### src/rtl/fb_arb_pkg.sv
// Shared types and framebuffer geometry for the framebuffer write arbiter and the VGA controller.
// The enum is the arbiter FSM state. AW/DW are the default 640x480 1-bpp framebuffer port widths.
package fb_arb_pkg;

  typedef enum logic {ARB_IDLE, ARB_GRANT} arb_state_t;

  localparam int FB_AW = 19;
  localparam int FB_DW = 1;

endpackage

### src/rtl/rr_priority_picker.sv
// Combinational round-robin search: first set bit of req_i after ptr_i, wrapping modulo NUM_REQ.
// Zero latency. It has no handshake of its own, so found_o is low when req_i is all zeros.
module rr_priority_picker #(
  parameter int NUM_REQ = 3
) (
  input  logic [NUM_REQ-1:0]         req_i,
  input  logic [$clog2(NUM_REQ)-1:0] ptr_i,
  output logic                       found_o,
  output logic [$clog2(NUM_REQ)-1:0] idx_o
);

  localparam int IW = $clog2(NUM_REQ);

  // One spare bit holds ptr+offset before the modulo wrap.
  logic [IW:0] cand;

  always_comb begin
    found_o = 1'b0;
    idx_o   = '0;
    cand    = '0;
    // Walk from the farthest offset down, so the nearest requester after ptr wins by overwriting.
    for (int off = NUM_REQ; off >= 1; off--) begin
      cand = {1'b0, ptr_i} + (IW+1)'(off);
      if (cand >= (IW+1)'(NUM_REQ)) begin
        cand = cand - (IW+1)'(NUM_REQ);
      end
      if (|(req_i & (NUM_REQ'(1) << cand))) begin
        found_o = 1'b1;
        idx_o   = cand[IW-1:0];
      end
    end
  end

endmodule

### src/rtl/fb_write_arbiter.sv
// Round-robin arbiter that shares the framebuffer BRAM write port. An accepted beat reaches fb_we one cycle later.
// Only the owner sees ready. A MAX_BURST quota forces rotation when another engine waits, and each handover costs one idle cycle.
module fb_write_arbiter
  import fb_arb_pkg::*;
#(
  parameter int NUM_REQ   = 3,
  parameter int AW        = FB_AW,
  parameter int DW        = FB_DW,
  parameter int MAX_BURST = 64
) (
  input  logic                       pixel_clk,
  input  logic                       wb_rst_i,
  input  logic                       en,
  input  logic [NUM_REQ-1:0]         req_valid,
  input  logic [NUM_REQ-1:0]         req_last,
  input  logic [NUM_REQ*AW-1:0]      req_addr,
  input  logic [NUM_REQ*DW-1:0]      req_data,
  output logic [NUM_REQ-1:0]         req_ready,
  output logic                       fb_we,
  output logic [AW-1:0]              fb_waddr,
  output logic [DW-1:0]              fb_wdata,
  output logic                       grant_active,
  output logic [$clog2(NUM_REQ)-1:0] grant_id
);

  localparam int IW = $clog2(NUM_REQ);
  localparam int QW = (MAX_BURST > 1) ? $clog2(MAX_BURST) : 1;
  localparam logic [QW-1:0] QUOTA_LAST = QW'(MAX_BURST - 1);

  arb_state_t        state_q, state_d;
  logic [IW-1:0]     owner_q, owner_d;
  logic [IW-1:0]     ptr_q, ptr_d;
  logic [QW-1:0]     quota_q, quota_d;

  logic              fb_we_q;
  logic [AW-1:0]     fb_waddr_q;
  logic [DW-1:0]     fb_wdata_q;

  logic              pick_found;
  logic [IW-1:0]     pick_idx;
  logic [NUM_REQ-1:0] owner_mask;
  logic              owner_vld, owner_last, accept, others_vld, quota_hit;
  logic [AW-1:0]     owner_addr;
  logic [DW-1:0]     owner_data;

  rr_priority_picker #(.NUM_REQ(NUM_REQ)) u_picker (
    .req_i   (req_valid),
    .ptr_i   (ptr_q),
    .found_o (pick_found),
    .idx_o   (pick_idx)
  );

  assign owner_mask = NUM_REQ'(1) << owner_q;
  assign owner_vld  = |(req_valid & owner_mask);
  assign owner_last = |(req_last & owner_mask);
  assign others_vld = |(req_valid & ~owner_mask);
  assign accept     = (state_q == ARB_GRANT) && owner_vld;
  assign quota_hit  = (quota_q == QUOTA_LAST);

  always_comb begin
    owner_addr = '0;
    owner_data = '0;
    for (int i = 0; i < NUM_REQ; i++) begin
      if (owner_mask[i]) begin
        owner_addr = req_addr[i*AW +: AW];
        owner_data = req_data[i*DW +: DW];
      end
    end
  end

  always_ff @(posedge pixel_clk or posedge wb_rst_i) begin
    if (wb_rst_i) begin
      state_q <= ARB_IDLE;
      owner_q <= '0;
      ptr_q   <= IW'(NUM_REQ - 1);
      quota_q <= '0;
    end else begin
      state_q <= state_d;
      owner_q <= owner_d;
      ptr_q   <= ptr_d;
      quota_q <= quota_d;
    end
  end

  always_comb begin
    state_d = state_q;
    owner_d = owner_q;
    ptr_d   = ptr_q;
    quota_d = quota_q;
    case (state_q)
      ARB_IDLE: begin
        if (en && pick_found) begin
          state_d = ARB_GRANT;
          owner_d = pick_idx;
          ptr_d   = pick_idx;
          quota_d = '0;
        end
      end
      ARB_GRANT: begin
        // The quota ticks even on idle cycles, so a stalled owner still yields to waiting engines.
        quota_d = quota_hit ? '0 : quota_q + QW'(1);
        if ((accept && owner_last) || (quota_hit && others_vld)) begin
          state_d = ARB_IDLE;
        end
      end
      default: state_d = ARB_IDLE;
    endcase
  end

  always_comb begin
    req_ready    = '0;
    grant_active = 1'b0;
    if (state_q == ARB_GRANT) begin
      req_ready    = owner_mask;
      grant_active = 1'b1;
    end
  end

  assign grant_id = owner_q;

  always_ff @(posedge pixel_clk or posedge wb_rst_i) begin
    if (wb_rst_i) begin
      fb_we_q    <= 1'b0;
      fb_waddr_q <= '0;
      fb_wdata_q <= '0;
    end else begin
      fb_we_q <= accept;
      if (accept) begin
        fb_waddr_q <= owner_addr;
        fb_wdata_q <= owner_data;
      end
    end
  end

  assign fb_we    = fb_we_q;
  assign fb_waddr = fb_waddr_q;
  assign fb_wdata = fb_wdata_q;

endmodule
### config.mk
export PLATFORM = sky130hd
export DESIGN_NAME = fb_write_arbiter
export DESIGN_NICKNAME = d
export VERILOG_FILES = /design/src/rtl/fb_arb_pkg.sv /design/src/rtl/rr_priority_picker.sv /design/src/rtl/fb_write_arbiter.sv
export SDC_FILE = /design/constraint.sdc
export NUM_CORES = 1
export LEC_CHECK = 0
export CAP_MARGIN = 30
export CELL_PAD_IN_SITES_DETAIL_PLACEMENT = 0
export CELL_PAD_IN_SITES_GLOBAL_PLACEMENT = 1
export CORE_MARGIN = 2
export CORE_UTILIZATION = 28
export DETAILED_ROUTE_END_ITERATION = 8
export PLACE_DENSITY_LB_ADDON = 0.1
export REMOVE_ABC_BUFFERS = 1
export SYNTH_ARGS = -nofsm -noshare
export SYNTH_HDL_FRONTEND = slang
export SYNTH_SLANG_ARGS = --single-unit
### constraint.sdc
create_clock -name pixel_clk -period 2.4 [get_ports pixel_clk]
set_input_delay 0.48 -clock pixel_clk [delete_from_list [all_inputs] [get_ports pixel_clk]]
set_output_delay 0.48 -clock pixel_clk [all_outputs]
set_load 0.02 [all_outputs]
==> results.json <==
{
  "status": "finished, final reports clean",
  "drt-wirelength-per-cell_microns": 14.2,
  "critical_path.max_stage_delay_ns": 0.64,
  "postLayoutCellArea_sq_mm": 0.00306,
  "globalplace.congestion": 0.817,
  "layout.cells.most_common_list": "clkdlybuf4s50_1, nand2_1, dfrtp_1",
  "wl_microns": 5710,
  "post_synth_instance_area_sq_mm": 0.00194,
  "die_width_microns": 87.3,
  "cts_buf_count": 5,
  "final_setup_vio_count": 0,
  "placedCellCount": 395,
  "area.sequential_sq_um": 777,
  "first_global_vias": 1812,
  "synth-xor-area-share_pct": 0.451,
  "worst-path-max-fanout": 17,
  "cp.buffers_inverters": 2,
  "dp.final_hpwl_microns": 4140,
  "ctsLongestPathBuffers": 2,
  "buffer_ports.inserted": 95,
  "timing_worst_slew_pin_value_ns": 0.493,
  "multi_input_comb_area_sq_mm": 0.00105,
  "area_of_placed_instances_sq_mm": 0.00298,
  "finalCritPeriodShare_pct": 94.7,
  "total_leakage_power_nw": 1.33,
  "drtAntennaViolNets": 0,
  "syn_inst": 229,
  "maximum_clock_frequency_mhz": 440,
  "rsz_0062_raised_after_global_routing": "false",
  "post-route-drc-count": 0,
  "cts.root.buffer_cell": "clkbuf_8",
  "initial_core_utilization_pct": 28.8,
  "synth_compound_gate_area_share_pct": 20.0,
  "syn_area_per_cell_sq_um": 8.49,
  "synth.yosys.seq_area_share_pct": 40.0,
  "filler_cell_count": 688,
  "tritoncts": "yes",
  "grt_antenna_before_repair": 0,
  "grt_start_max_net_pins": 42,
  "final_common_cell": "clkdlybuf4s50_1",
  "dieArea_sq_mm": 0.00762,
  "layout_min_cycle_time_ns": 2.27,
  "timing.critical_path.cells": "buf_6 > clkdlybuf4s50_1",
  "viasPerCell": 4.82,
  "overflow": 0,
  "finalNonFillerCells": 403,
  "detail_route.first_pass.iterations": 5,
  "antenna_cells": 0,
  "ir_worst_vdd_uv": 659,
  "post_synth_fa_ha_maj_area_fraction_pct": 3.86,
  "final.setup_skew_ns": 0.00227,
  "h_tree_level_count": 2,
  "synth_top_family_by_area": "compound AO/OA/AOI/OAI gates",
  "maxSlewViolCount": 0,
  "clkSlewWorstSetupHoldPaths_ns": 0.06,
  "cts_hold_repair.buffers": 0,
  "synth_cell_type_count": 32,
  "post_route_cells_drive_above_1_share_pct": 5.88,
  "grtUsageTotal_pct": 15.0,
  "timing.max_slew.rel_slack_pct": 67.1,
  "clk_latency_ns": 0.28,
  "cp.arrival_ns": 1.79,
  "drt_iter0_markers": 89,
  "setup.worst_path.class": "flip-flop to output pin",
  "critPathSlowestCell": "clkdlybuf4s50_1",
  "grt_pass1_wl_microns": 8920,
  "cp-start-kind": "flip-flop",
  "power.density_mw_per_mm2": 1110,
  "synth.mux.area_fraction_pct": 13.4,
  "rows": 30,
  "hold_path.class": "flip-flop to flip-flop",
  "power_mw": 3.41,
  "numClockSinks": 31,
  "final_nets": 397,
  "worst_path_dominant_cell_family": "buffers and inverters",
  "pin_count": 96,
  "areaGrowthSynthToFinish_pct": 57.6,
  "postSynthRegisterBits": 31,
  "cp_data_required_time_ns": 1.92,
  "final-hold-violation-count": 0,
  "ys_warn_count": 0,
  "crit_path_end_kind": "output pin",
  "fp.dieH_microns": 87.3,
  "core_sq_mm": 0.00676,
  "max_cap_viol_count": 0,
  "synthSimpleGateAreaFrac_pct": 16.1,
  "route.vias.total": 1944
}
-- through the flow --
step	TNS, ns	hold slack [ns]	setup slack [ns]	utilization [%]
2_1_floorplan	-1.88	0.445	-0.109	-
3_3_place_gp	0	0.462	0.206	44.1
3_5_place_dp	0	0.471	0.164	44.1
4_1_cts	0	0.486	0.0904	45.3
5_1_grt	0	0.507	0.0497	45.3
6_report	0	0.477	0.127	45.3
-- what timing repair did --
action / CTS / global route
resized for setup: 1 / 0
buffers inserted: 0 / 0
setup endpoints to repair: 1 / 0
hold endpoints to repair: 0 / 0
-- layout make-up --
cell class              count  share of cell area [%]
multi-input cells         173                    34.2
well taps                  80                    3.27
clock buffers               7                    2.49
flip-flops and latches     31                    25.4
clock inverters             1                   0.163
repair buffers            103                    33.5
inverters                   8                   0.980
-- routing by layer --
metal	wire (microns)	vias up	share of wire (%)	GRT usage (%)
li1	-	983	-	-
met1	2610	884	46	20.0
met2	2580	71	45	23.6
met3	447	6	7.8	3.60
met4	72	0	1.3	5.45
met5	0	-	0	0
-- flip-flops by register name (all words and copies together) (netlist names) --
name and count:
fb_we 1, grant_id 2, state_q 1, fb_waddr 19, ptr_q 1, quota_q 6, fb_wdata 1
-- tightest hold or removal path, delay by kind of cell (launching register included) --
kind             cells  cell delay, ns
AO/OA/AOI/OAI        1            0.06
flip-flops           1            0.34
AND/OR/NAND/NOR      1            0.04
-- worst paths after layout --
check	startpoint	end	slack [ns]	depth (start not counted)
worst max-delay path	grant_id[1]$_DFFE_PP0P_	grant_id[1]	0.13	2
worst min-delay path	fb_waddr[11]$_DFFE_PP0P_	fb_waddr[11]$_DFFE_PP0P_	0.48	2
worst max register to register	ptr_q[1]$_DFFE_PP1P_	grant_id[0]$_DFFE_PP0P_	0.34	8
worst min register to register	fb_waddr[11]$_DFFE_PP0P_	fb_waddr[11]$_DFFE_PP0P_	0.48	2
max in group asynchronous	wb_rst_i	ptr_q[1]$_DFFE_PP1P_	1.49	3
min in group asynchronous	wb_rst_i	fb_we$_DFF_PP0_	0.57	3
-- synthesized netlist by cell type --
cell       n  area [sq um]
nand2b_1   6          37.5
inv_1      7          26.3
and3_1     5          31.3
buf_6      2          22.5
o211ai_1   1          7.51
dfrtp_1   30           751
nor2_1    22          82.6
clkbuf_1   9          33.8
a21boi_0   1          7.51
nand4_1    1          6.26
a31o_2     1          8.76
o32a_1     1          10.0
a21oi_1   26           130
o22ai_1    3          18.8
ha_1       6          75.1
o21ai_1    4          20.0
o21a_1     1          7.51
xnor2_1    1          8.76
buf_2      4          20.0
and2_1     1          6.26
mux2i_1   26           260
a41oi_1    1          8.76
nand2_1   31           116
a222oi_1   3          30.0
a31oi_1    3          18.8
nand3b_2   1          11.3
o21ai_0   24           120
dfstp_2    1          26.3
nand3_1    3          15.0
inv_2      1          3.75
nor2b_1    1          6.26
buf_4      2          15.0
-- cells by family after synthesis --
family,Yosys count
AND/OR/NAND/NOR,71
AO/OA/AOI/OAI,69
flip-flops,31
multiplexers,26
buffers and inverters,25
adder cells (fa/ha/maj),6
XOR/XNOR,1
-- power breakdown --
part | switching [mW] | internal [mW]
Combinational | 1.12 | 0.974
Clock | 0.195 | 0.203
Sequential | 0.172 | 0.745
Total | 1.48 | 1.92
Note: power is estimated with default switching activity, not from simulation.
